===== config.mk =====
export PLATFORM = sky130hd
export DESIGN_NAME = ahb_lite_slave_xbar_flat
export DESIGN_NICKNAME = d
export VERILOG_FILES = /design/src/rtl/ahb_lite_slave_xbar_if.sv /design/src/rtl/ahb_lite_slave_xbar.sv /design/src/flat_wrapper.sv
export SDC_FILE = /design/constraint.sdc
export NUM_CORES = 1
export LEC_CHECK = 0
export CORE_MARGIN = 4
export CORE_UTILIZATION = 20
export DETAILED_ROUTE_END_ITERATION = 10
export PLACE_DENSITY = 0.85
export SETUP_SLACK_MARGIN = 0.4
export SLEW_MARGIN = 10
export SYNTH_ARGS = -nofsm -noshare
export SYNTH_HDL_FRONTEND = slang
export SYNTH_SLANG_ARGS = --single-unit

===== constraint.sdc =====
create_clock -name clk -period 2.75 [get_ports clk]
set_input_delay 0.825 -clock clk [delete_from_list [all_inputs] [get_ports clk]]
set_output_delay 0.825 -clock clk [all_outputs]
set_load 0.03 [all_outputs]

===== src/rtl/ahb_lite_slave_xbar_if.sv =====
// rtl/ahb_lite_slave_xbar_if.sv - bus bundle between the dmem AHB-Lite master, the xbar and its slaves
//
// Signals:
//   m_haddr, m_htrans              master address phase into the xbar
//   m_hready, m_hrdata, m_hresp    data-phase response back to the master (m_hready also feeds slave HREADY_IN)
//   s_hsel                         per-slave select, one-hot or zero
//   s_hreadyout, s_hresp, s_hrdata per-slave response, s_hrdata packed slave i at [i*DATA_W +: DATA_W]
//   timeout_irq, timeout_slave     slave timeout report
// Modports:
//   master  the surrounding system: core master plus attached slaves
//   slave   the crossbar itself
interface ahb_lite_slave_xbar_if #(
    parameter int NUM_SLAVES = 2,
    parameter int ADDR_W     = 32,
    parameter int DATA_W     = 32
);
    localparam int IDX_W = (NUM_SLAVES > 1) ? $clog2(NUM_SLAVES) : 1;

    logic [ADDR_W-1:0]            m_haddr;
    logic [1:0]                   m_htrans;
    logic                         m_hready;
    logic [DATA_W-1:0]            m_hrdata;
    logic                         m_hresp;
    logic [NUM_SLAVES-1:0]        s_hsel;
    logic [NUM_SLAVES-1:0]        s_hreadyout;
    logic [NUM_SLAVES-1:0]        s_hresp;
    logic [NUM_SLAVES*DATA_W-1:0] s_hrdata;
    logic                         timeout_irq;
    logic [IDX_W-1:0]             timeout_slave;

    modport master (
        output m_haddr, m_htrans, s_hreadyout, s_hresp, s_hrdata,
        input  m_hready, m_hrdata, m_hresp, s_hsel, timeout_irq, timeout_slave
    );

    modport slave (
        input  m_haddr, m_htrans, s_hreadyout, s_hresp, s_hrdata,
        output m_hready, m_hrdata, m_hresp, s_hsel, timeout_irq, timeout_slave
    );
endinterface


===== src/rtl/ahb_lite_slave_xbar.sv =====
// rtl/ahb_lite_slave_xbar.sv - AHB-Lite address decoder and slave mux with built-in default slave
//
// Ports:
//   clk   system clock
//   rst   synchronous reset, active-high
//   bus   ahb_lite_slave_xbar_if.slave: master address/response, per-slave select/response, timeout report
// Optional feature macro: AHB_XBAR_TIMEOUT_EN (slave wait-state timeout with stall marking)
module ahb_lite_slave_xbar #(
    parameter int                             NUM_SLAVES     = 2,
    parameter int                             ADDR_W         = 32,
    parameter int                             DATA_W         = 32,
    parameter logic [NUM_SLAVES*ADDR_W-1:0]   SLAVE_BASE     = {32'hFFEE0000, 32'hFFDF0000},
    parameter logic [NUM_SLAVES*ADDR_W-1:0]   SLAVE_MASK     = {32'hFFFE0000, 32'hFFFF0000},
    parameter int                             TIMEOUT_CYCLES = 256
) (
    input  logic                 clk,
    input  logic                 rst,
    ahb_lite_slave_xbar_if.slave bus
);
    localparam int IDX_W = (NUM_SLAVES > 1) ? $clog2(NUM_SLAVES) : 1;

    typedef enum logic [1:0] {
        DS_IDLE,
        DS_ERR1,
        DS_ERR2
    } ds_state_e;

    logic [NUM_SLAVES-1:0] hit;
    logic [NUM_SLAVES-1:0] eff_hit;
    logic [NUM_SLAVES-1:0] stall_mask;
    logic [NUM_SLAVES-1:0] hsel;
    logic [IDX_W-1:0]      win_idx;
    logic                  any_hit;

    logic                  dp_valid_q, dp_valid_d;
    logic                  dp_def_q, dp_def_d;
    logic [IDX_W-1:0]      dp_idx_q, dp_idx_d;
    ds_state_e             ds_q, ds_d;

    logic                  hready;
    logic                  hresp;
    logic [DATA_W-1:0]     hrdata;
    logic                  sel_hreadyout;
    logic                  def_accept;
    logic                  to_err1;
    logic                  to_err2;

    // Address decode. A stalled slave is treated as unmapped so the default slave answers for it.
    always_comb begin
        for (int i = 0; i < NUM_SLAVES; i++) begin
            hit[i] = ((bus.m_haddr & SLAVE_MASK[i*ADDR_W +: ADDR_W]) == SLAVE_BASE[i*ADDR_W +: ADDR_W]);
        end
    end

    assign eff_hit = hit & ~stall_mask;

    // Scan from the top down so the lowest matching index is the last one written and wins.
    always_comb begin
        win_idx = '0;
        any_hit = 1'b0;
        for (int i = NUM_SLAVES - 1; i >= 0; i--) begin
            if (eff_hit[i]) begin
                win_idx = IDX_W'(i);
                any_hit = 1'b1;
            end
        end
    end

    always_comb begin
        hsel = '0;
        if (any_hit) begin
            hsel[win_idx] = 1'b1;
        end
    end

    assign sel_hreadyout = bus.s_hreadyout[dp_idx_q];

    // Response mux for the transfer currently in its data phase.
    always_comb begin
        hready = 1'b1;
        hresp  = 1'b0;
        hrdata = '0;
        if (dp_valid_q) begin
            if (dp_def_q) begin
                hready = (ds_q != DS_ERR1);
                hresp  = 1'b1;
            end else if (to_err1) begin
                hready = 1'b0;
                hresp  = 1'b1;
            end else if (to_err2) begin
                hready = 1'b1;
                hresp  = 1'b1;
            end else begin
                hready = sel_hreadyout;
                hresp  = bus.s_hresp[dp_idx_q];
                hrdata = bus.s_hrdata[dp_idx_q*DATA_W +: DATA_W];
            end
        end
    end

    // Data-phase tracking: the address phase is accepted whenever HREADY is high.
    always_comb begin
        dp_valid_d = dp_valid_q;
        dp_def_d   = dp_def_q;
        dp_idx_d   = dp_idx_q;
        if (hready) begin
            dp_valid_d = bus.m_htrans[1];
            dp_idx_d   = win_idx;
            dp_def_d   = bus.m_htrans[1] & ~any_hit;
        end
    end

    assign def_accept = hready & bus.m_htrans[1] & ~any_hit;

    // Default slave: two-cycle ERROR; ERR2 can chain straight into another ERR1.
    always_comb begin
        ds_d = ds_q;
        case (ds_q)
            DS_IDLE: if (def_accept) ds_d = DS_ERR1;
            DS_ERR1: ds_d = DS_ERR2;
            DS_ERR2: ds_d = def_accept ? DS_ERR1 : DS_IDLE;
            default: ds_d = DS_IDLE;
        endcase
    end

    always_ff @(posedge clk) begin
        if (rst) begin
            dp_valid_q <= 1'b0;
            dp_def_q   <= 1'b0;
            dp_idx_q   <= '0;
            ds_q       <= DS_IDLE;
        end else begin
            dp_valid_q <= dp_valid_d;
            dp_def_q   <= dp_def_d;
            dp_idx_q   <= dp_idx_d;
            ds_q       <= ds_d;
        end
    end

`ifdef AHB_XBAR_TIMEOUT_EN
    localparam int CNT_W = $clog2(TIMEOUT_CYCLES + 1);

    typedef enum logic [1:0] {
        TO_IDLE,
        TO_ERR1,
        TO_ERR2
    } to_state_e;

    to_state_e             to_q, to_d;
    logic [CNT_W-1:0]      wait_cnt_q, wait_cnt_d;
    logic [NUM_SLAVES-1:0] stall_q, stall_d;
    logic [IDX_W-1:0]      to_slave_q, to_slave_d;
    logic                  waiting;

    always_comb begin
        to_d       = to_q;
        wait_cnt_d = wait_cnt_q;
        to_slave_d = to_slave_q;
        // A stall mark is dropped the first cycle that slave reports ready again.
        stall_d    = stall_q & ~bus.s_hreadyout;
        waiting    = dp_valid_q & ~dp_def_q & ~sel_hreadyout & (to_q == TO_IDLE);

        if (hready) begin
            wait_cnt_d = '0;
        end else if (waiting) begin
            wait_cnt_d = wait_cnt_q + 1'b1;
        end else if (sel_hreadyout) begin
            wait_cnt_d = '0;
        end

        case (to_q)
            TO_IDLE: begin
                if (waiting && (wait_cnt_q == CNT_W'(TIMEOUT_CYCLES - 1))) begin
                    to_d              = TO_ERR1;
                    stall_d[dp_idx_q] = 1'b1;
                    to_slave_d        = dp_idx_q;
                end
            end
            TO_ERR1: to_d = TO_ERR2;
            TO_ERR2: to_d = TO_IDLE;
            default: to_d = TO_IDLE;
        endcase
    end

    always_ff @(posedge clk) begin
        if (rst) begin
            to_q       <= TO_IDLE;
            wait_cnt_q <= '0;
            stall_q    <= '0;
            to_slave_q <= '0;
        end else begin
            to_q       <= to_d;
            wait_cnt_q <= wait_cnt_d;
            stall_q    <= stall_d;
            to_slave_q <= to_slave_d;
        end
    end

    assign to_err1           = (to_q == TO_ERR1);
    assign to_err2           = (to_q == TO_ERR2);
    assign stall_mask        = stall_q;
    assign bus.timeout_irq   = to_err2;
    assign bus.timeout_slave = to_slave_q;
`else
    assign to_err1           = 1'b0;
    assign to_err2           = 1'b0;
    assign stall_mask        = '0;
    assign bus.timeout_irq   = 1'b0;
    assign bus.timeout_slave = '0;
`endif

    assign bus.s_hsel   = hsel;
    assign bus.m_hready = hready;
    assign bus.m_hresp  = hresp;
    assign bus.m_hrdata = hrdata;
endmodule


===== src/flat_wrapper.sv =====
// flat-port wrapper written by rule: the top's interface ports become plain ports
module ahb_lite_slave_xbar_flat 
#(
    parameter int                             NUM_SLAVES     = 2,
    parameter int                             ADDR_W         = 32,
    parameter int                             DATA_W         = 32,
    parameter logic [NUM_SLAVES*ADDR_W-1:0]   SLAVE_BASE     = {32'hFFEE0000, 32'hFFDF0000},
    parameter logic [NUM_SLAVES*ADDR_W-1:0]   SLAVE_MASK     = {32'hFFFE0000, 32'hFFFF0000},
    parameter int                             TIMEOUT_CYCLES = 256
)
  (clk, rst, bus_m_haddr, bus_m_htrans, bus_s_hreadyout, bus_s_hresp, bus_s_hrdata, bus_m_hready, bus_m_hrdata, bus_m_hresp, bus_s_hsel, bus_timeout_irq, bus_timeout_slave);
  ahb_lite_slave_xbar_if #(.NUM_SLAVES(NUM_SLAVES), .ADDR_W(ADDR_W), .DATA_W(DATA_W)) bus_i ();
  input  logic clk;
  input  logic rst;
  input wire logic [$bits(bus_i.m_haddr)-1:0] bus_m_haddr;
  input wire logic [$bits(bus_i.m_htrans)-1:0] bus_m_htrans;
  input wire logic [$bits(bus_i.s_hreadyout)-1:0] bus_s_hreadyout;
  input wire logic [$bits(bus_i.s_hresp)-1:0] bus_s_hresp;
  input wire logic [$bits(bus_i.s_hrdata)-1:0] bus_s_hrdata;
  output wire logic [$bits(bus_i.m_hready)-1:0] bus_m_hready;
  output wire logic [$bits(bus_i.m_hrdata)-1:0] bus_m_hrdata;
  output wire logic [$bits(bus_i.m_hresp)-1:0] bus_m_hresp;
  output wire logic [$bits(bus_i.s_hsel)-1:0] bus_s_hsel;
  output wire logic [$bits(bus_i.timeout_irq)-1:0] bus_timeout_irq;
  output wire logic [$bits(bus_i.timeout_slave)-1:0] bus_timeout_slave;
  assign bus_i.m_haddr = bus_m_haddr;
  assign bus_i.m_htrans = bus_m_htrans;
  assign bus_i.s_hreadyout = bus_s_hreadyout;
  assign bus_i.s_hresp = bus_s_hresp;
  assign bus_i.s_hrdata = bus_s_hrdata;
  assign bus_m_hready = bus_i.m_hready;
  assign bus_m_hrdata = bus_i.m_hrdata;
  assign bus_m_hresp = bus_i.m_hresp;
  assign bus_s_hsel = bus_i.s_hsel;
  assign bus_timeout_irq = bus_i.timeout_irq;
  assign bus_timeout_slave = bus_i.timeout_slave;
  ahb_lite_slave_xbar #(.NUM_SLAVES(NUM_SLAVES), .ADDR_W(ADDR_W), .DATA_W(DATA_W), .SLAVE_BASE(SLAVE_BASE), .SLAVE_MASK(SLAVE_MASK), .TIMEOUT_CYCLES(TIMEOUT_CYCLES)) u_core (.clk(clk), .rst(rst), .bus(bus_i));
endmodule

==> results by group <==
Setup path
  • Critical Path AT: 1.78 ns
  • Worst R2R End: u_core.dp_idx_q
  • CP endpoint kind: output pin
  • Data required, critical path: 1.93 ns
  • Worst R2R Path Depth: 5
  • Crit Path Class: in -> out
  • Worst setup SP type: input port
  • R2R Setup Slk: 1.45 ns
  • Max FO, Critical Path: 4
  • R2r startpoint: u_core.dp_idx_q

CTS
  • Clk slew on worst S/H paths: 0.04 ns
  • H-tree levels: 1
  • TritonCTS Buffers: 3
  • Clk sinks: 5
  • Root Buffer: clkbuf_8
  • CTS Buffer Depth: 2
  • CTS tree: built
  • Worst-Skew Late Latency: 0.22 ns

Yosys
  • #FFs+latches synth: 5
  • Synth warn: 0
  • Top post-synthesis cells by area: mux2i_1, nor2_1, dfxtp_1
  • Mapped Area: 768 µm²
  • Sequential area share after synthesis: 13.0%
  • Synth top area share: 41.7%
  • Mapped Avg Cell Area: 7.05 µm²
  • Gate Count Post-Synth: 109
  • Synth cell types: 21
  • Area leader, netlist: mux2i_1

STA
  • Final hold vios: 0
  • Slew Viols, Final: 0
  • Period utilization: 94.8%
  • FMAX: 384 MHz
  • Final min period: 2.61 ns
  • Final hold slack: 0.427 ns
  • Setup TNS: 0 ns
  • Final setup fails: 0
  • Fin Clk Skew: 0.00342 ns
  • Unrepaired setup endpoints after global routing: true

Floorplanning
  • Ports: 142
  • Row count: 22
  • Die area: 4900 µm²
  • DIE HEIGHT: 70.0 µm
  • Core Region: 3690 µm²
  • Die width: 70.0 µm
  • Initial core utilization: 20.8%

Worst hold path
  • Hold_sp: u_core.ds_q[0]
  • Hold Crit Endpoint: u_core.ds_q[0]
  • Hold Crit Depth: 1
  • Hold Path Class: reg -> reg

Power and ir drop
  • VDD IR max: 0.000286 V
  • Leak pwr: 0.896 nW
  • Design Power: 0.441 mW
  • Pwr/cell area: 229 nW/µm²

Finish
  • Area of the multi-input gates: 652 µm²
  • Final #Nets: 334
  • Sequential cell area: 101 µm²
  • Layout Area Growth over Synthesis: 150%
  • Final design utilization: 52.1%
  • Fraction of layout cells with a size suffix above 1: 30.1%
  • Fillers: 393
  • Antenna cells: 0

Placed design
  • Port bufs: 122
  • DP HPWL: 2.99 mm
  • Final GP Congestion: 0.755

Run status
  • Status: complete, no violations

Global routing
  • First-pass GRT wire length: 5.29 mm
  • GRT Total Usage: 12.9%
  • Initial antenna violation count: 0
  • Largest net degree at the start of global routing: 33
  • Vias in the first global route: 1,151
  • GR Overflow Total: 0

Routing
  • DRT Pass-1 Iters: 4
  • Wire length per cell: 12.7 µm
  • WL final: 3.53 mm
  • Post-route ant nets: 0
  • Avg Vias per Cell: 4.33
  • Initial DRC Count: 28
  • Vias: 1,199
  • DRC viols: 0

Job
  • Max_cap viols: 0
stage by stage:
stage	worst slack, ns	instances	cell area [µm²]
3_3_place_gp	-0.385	273	1960
2_1_floorplan	0.252	110	791
4_1_cts	0.119	277	1900
3_5_place_dp	-0.392	273	1960
6_report	0.142	277	1920
5_1_grt	0.107	277	1920
worst max-delay path by stage:
stage,start,endpoint,slack (ns),cells past startpoint
finish,bus_m_haddr[25],bus_s_hsel[1],0.14,5
global route,bus_m_haddr[25],bus_s_hsel[1],0.11,5
CTS,bus_m_haddr[29],bus_s_hsel[1],0.12,5
detailed placement,bus_s_hreadyout[1],bus_m_hready,-0.39,5
global placement,bus_s_hreadyout[1],bus_m_hready,-0.38,5
floorplan,bus_m_haddr[30],bus_s_hsel[1],0.25,4
sequential cells by signal, indices dropped and copies added, names as in the netlist:
name,count
u_core.dp_def_q,1
u_core.dp_idx_q,1
u_core.dp_valid_q,1
u_core.ds_q,2
placed cells by master, fill, tap and decap left out, types with 2 or more instances in the layout:
cell	instances
dlygate4sd2_1	64
nor2_1	35
dfxtp_1	4
clkdlybuf4s50_1	5
nand2b_1	4
clkbuf_8	3
buf_2	8
conb_1	2
mux2_4	2
buf_6	12
nand2_1	3
buf_4	36
mux2i_1	32
nor2_4	2
nand4_1	2
a21oi_1	2
cells by family (layout without fill, tap and decap cells):
kind of cell    count (synthesis)  in the layout  share of synthesized area, %
compound gates                  5              5                          4.07
mux                            34             34                          44.6
simple gates                   52             52                          29.8
other cells                     1              2                         0.488
buf+inv                        12            131                          7.98
flops                           5              5                          13.0
synth_stat cells, drive strengths merged:
library cell,instances
nor2,37
mux2i,32
buf,7
dfxtp,5
clkbuf,4
nand2b,4
nand2,3
a21oi,2
mux2,2
nand3,2
nand4,2
conb,1
inv,1
nand3b,1
nor4,1
o21a,1
o22ai,1
o31ai,1
or3,1
or4,1
power by group:
part / switching [mW] / internal [mW] / total [mW]
Sequential: 0.00230 / 0.0765 / 0.0788
Combinational: 0.109 / 0.120 / 0.229
Clock: 0.0344 / 0.0994 / 0.134
routing by layer:
layer | wire length (µm) | global-route usage, % | share of wire, %
met1 | 1300 | 13.8 | 37
met2 | 1800 | 24.1 | 51
met3 | 387 | 4.32 | 11
met4 | 44 | 3.19 | 1.2
met5 | 0 | 0 | 0
critical path, stage by stage:
cell     delay, ns
buf_6         0.06
nand4_1       0.08
or4_4         0.57
nor2_4        0.11
buf_6         0.13
area by class of cell:
class                           count  share of cell area [%]
Sequential cell                     5                    5.27
Tap cell                           48                    3.12
Clock buffer                        4                    2.34
Timing Repair Buffer              126                    55.2
Inverter                            1                   0.195
Multi-Input combinational cell     93                    33.9
what timing repair did:
item / CTS / global route
cloned: 0 / 0
setup buffers: 0 / 0
setup endpoints to repair: 36 / 4
hold buffers: 0 / 0
hold endpoints to repair: 0 / 0
gates resized for setup: 139 / 9
pin swaps: 36 / 5
No activity file was read; power rests on OpenSTA's default activity.
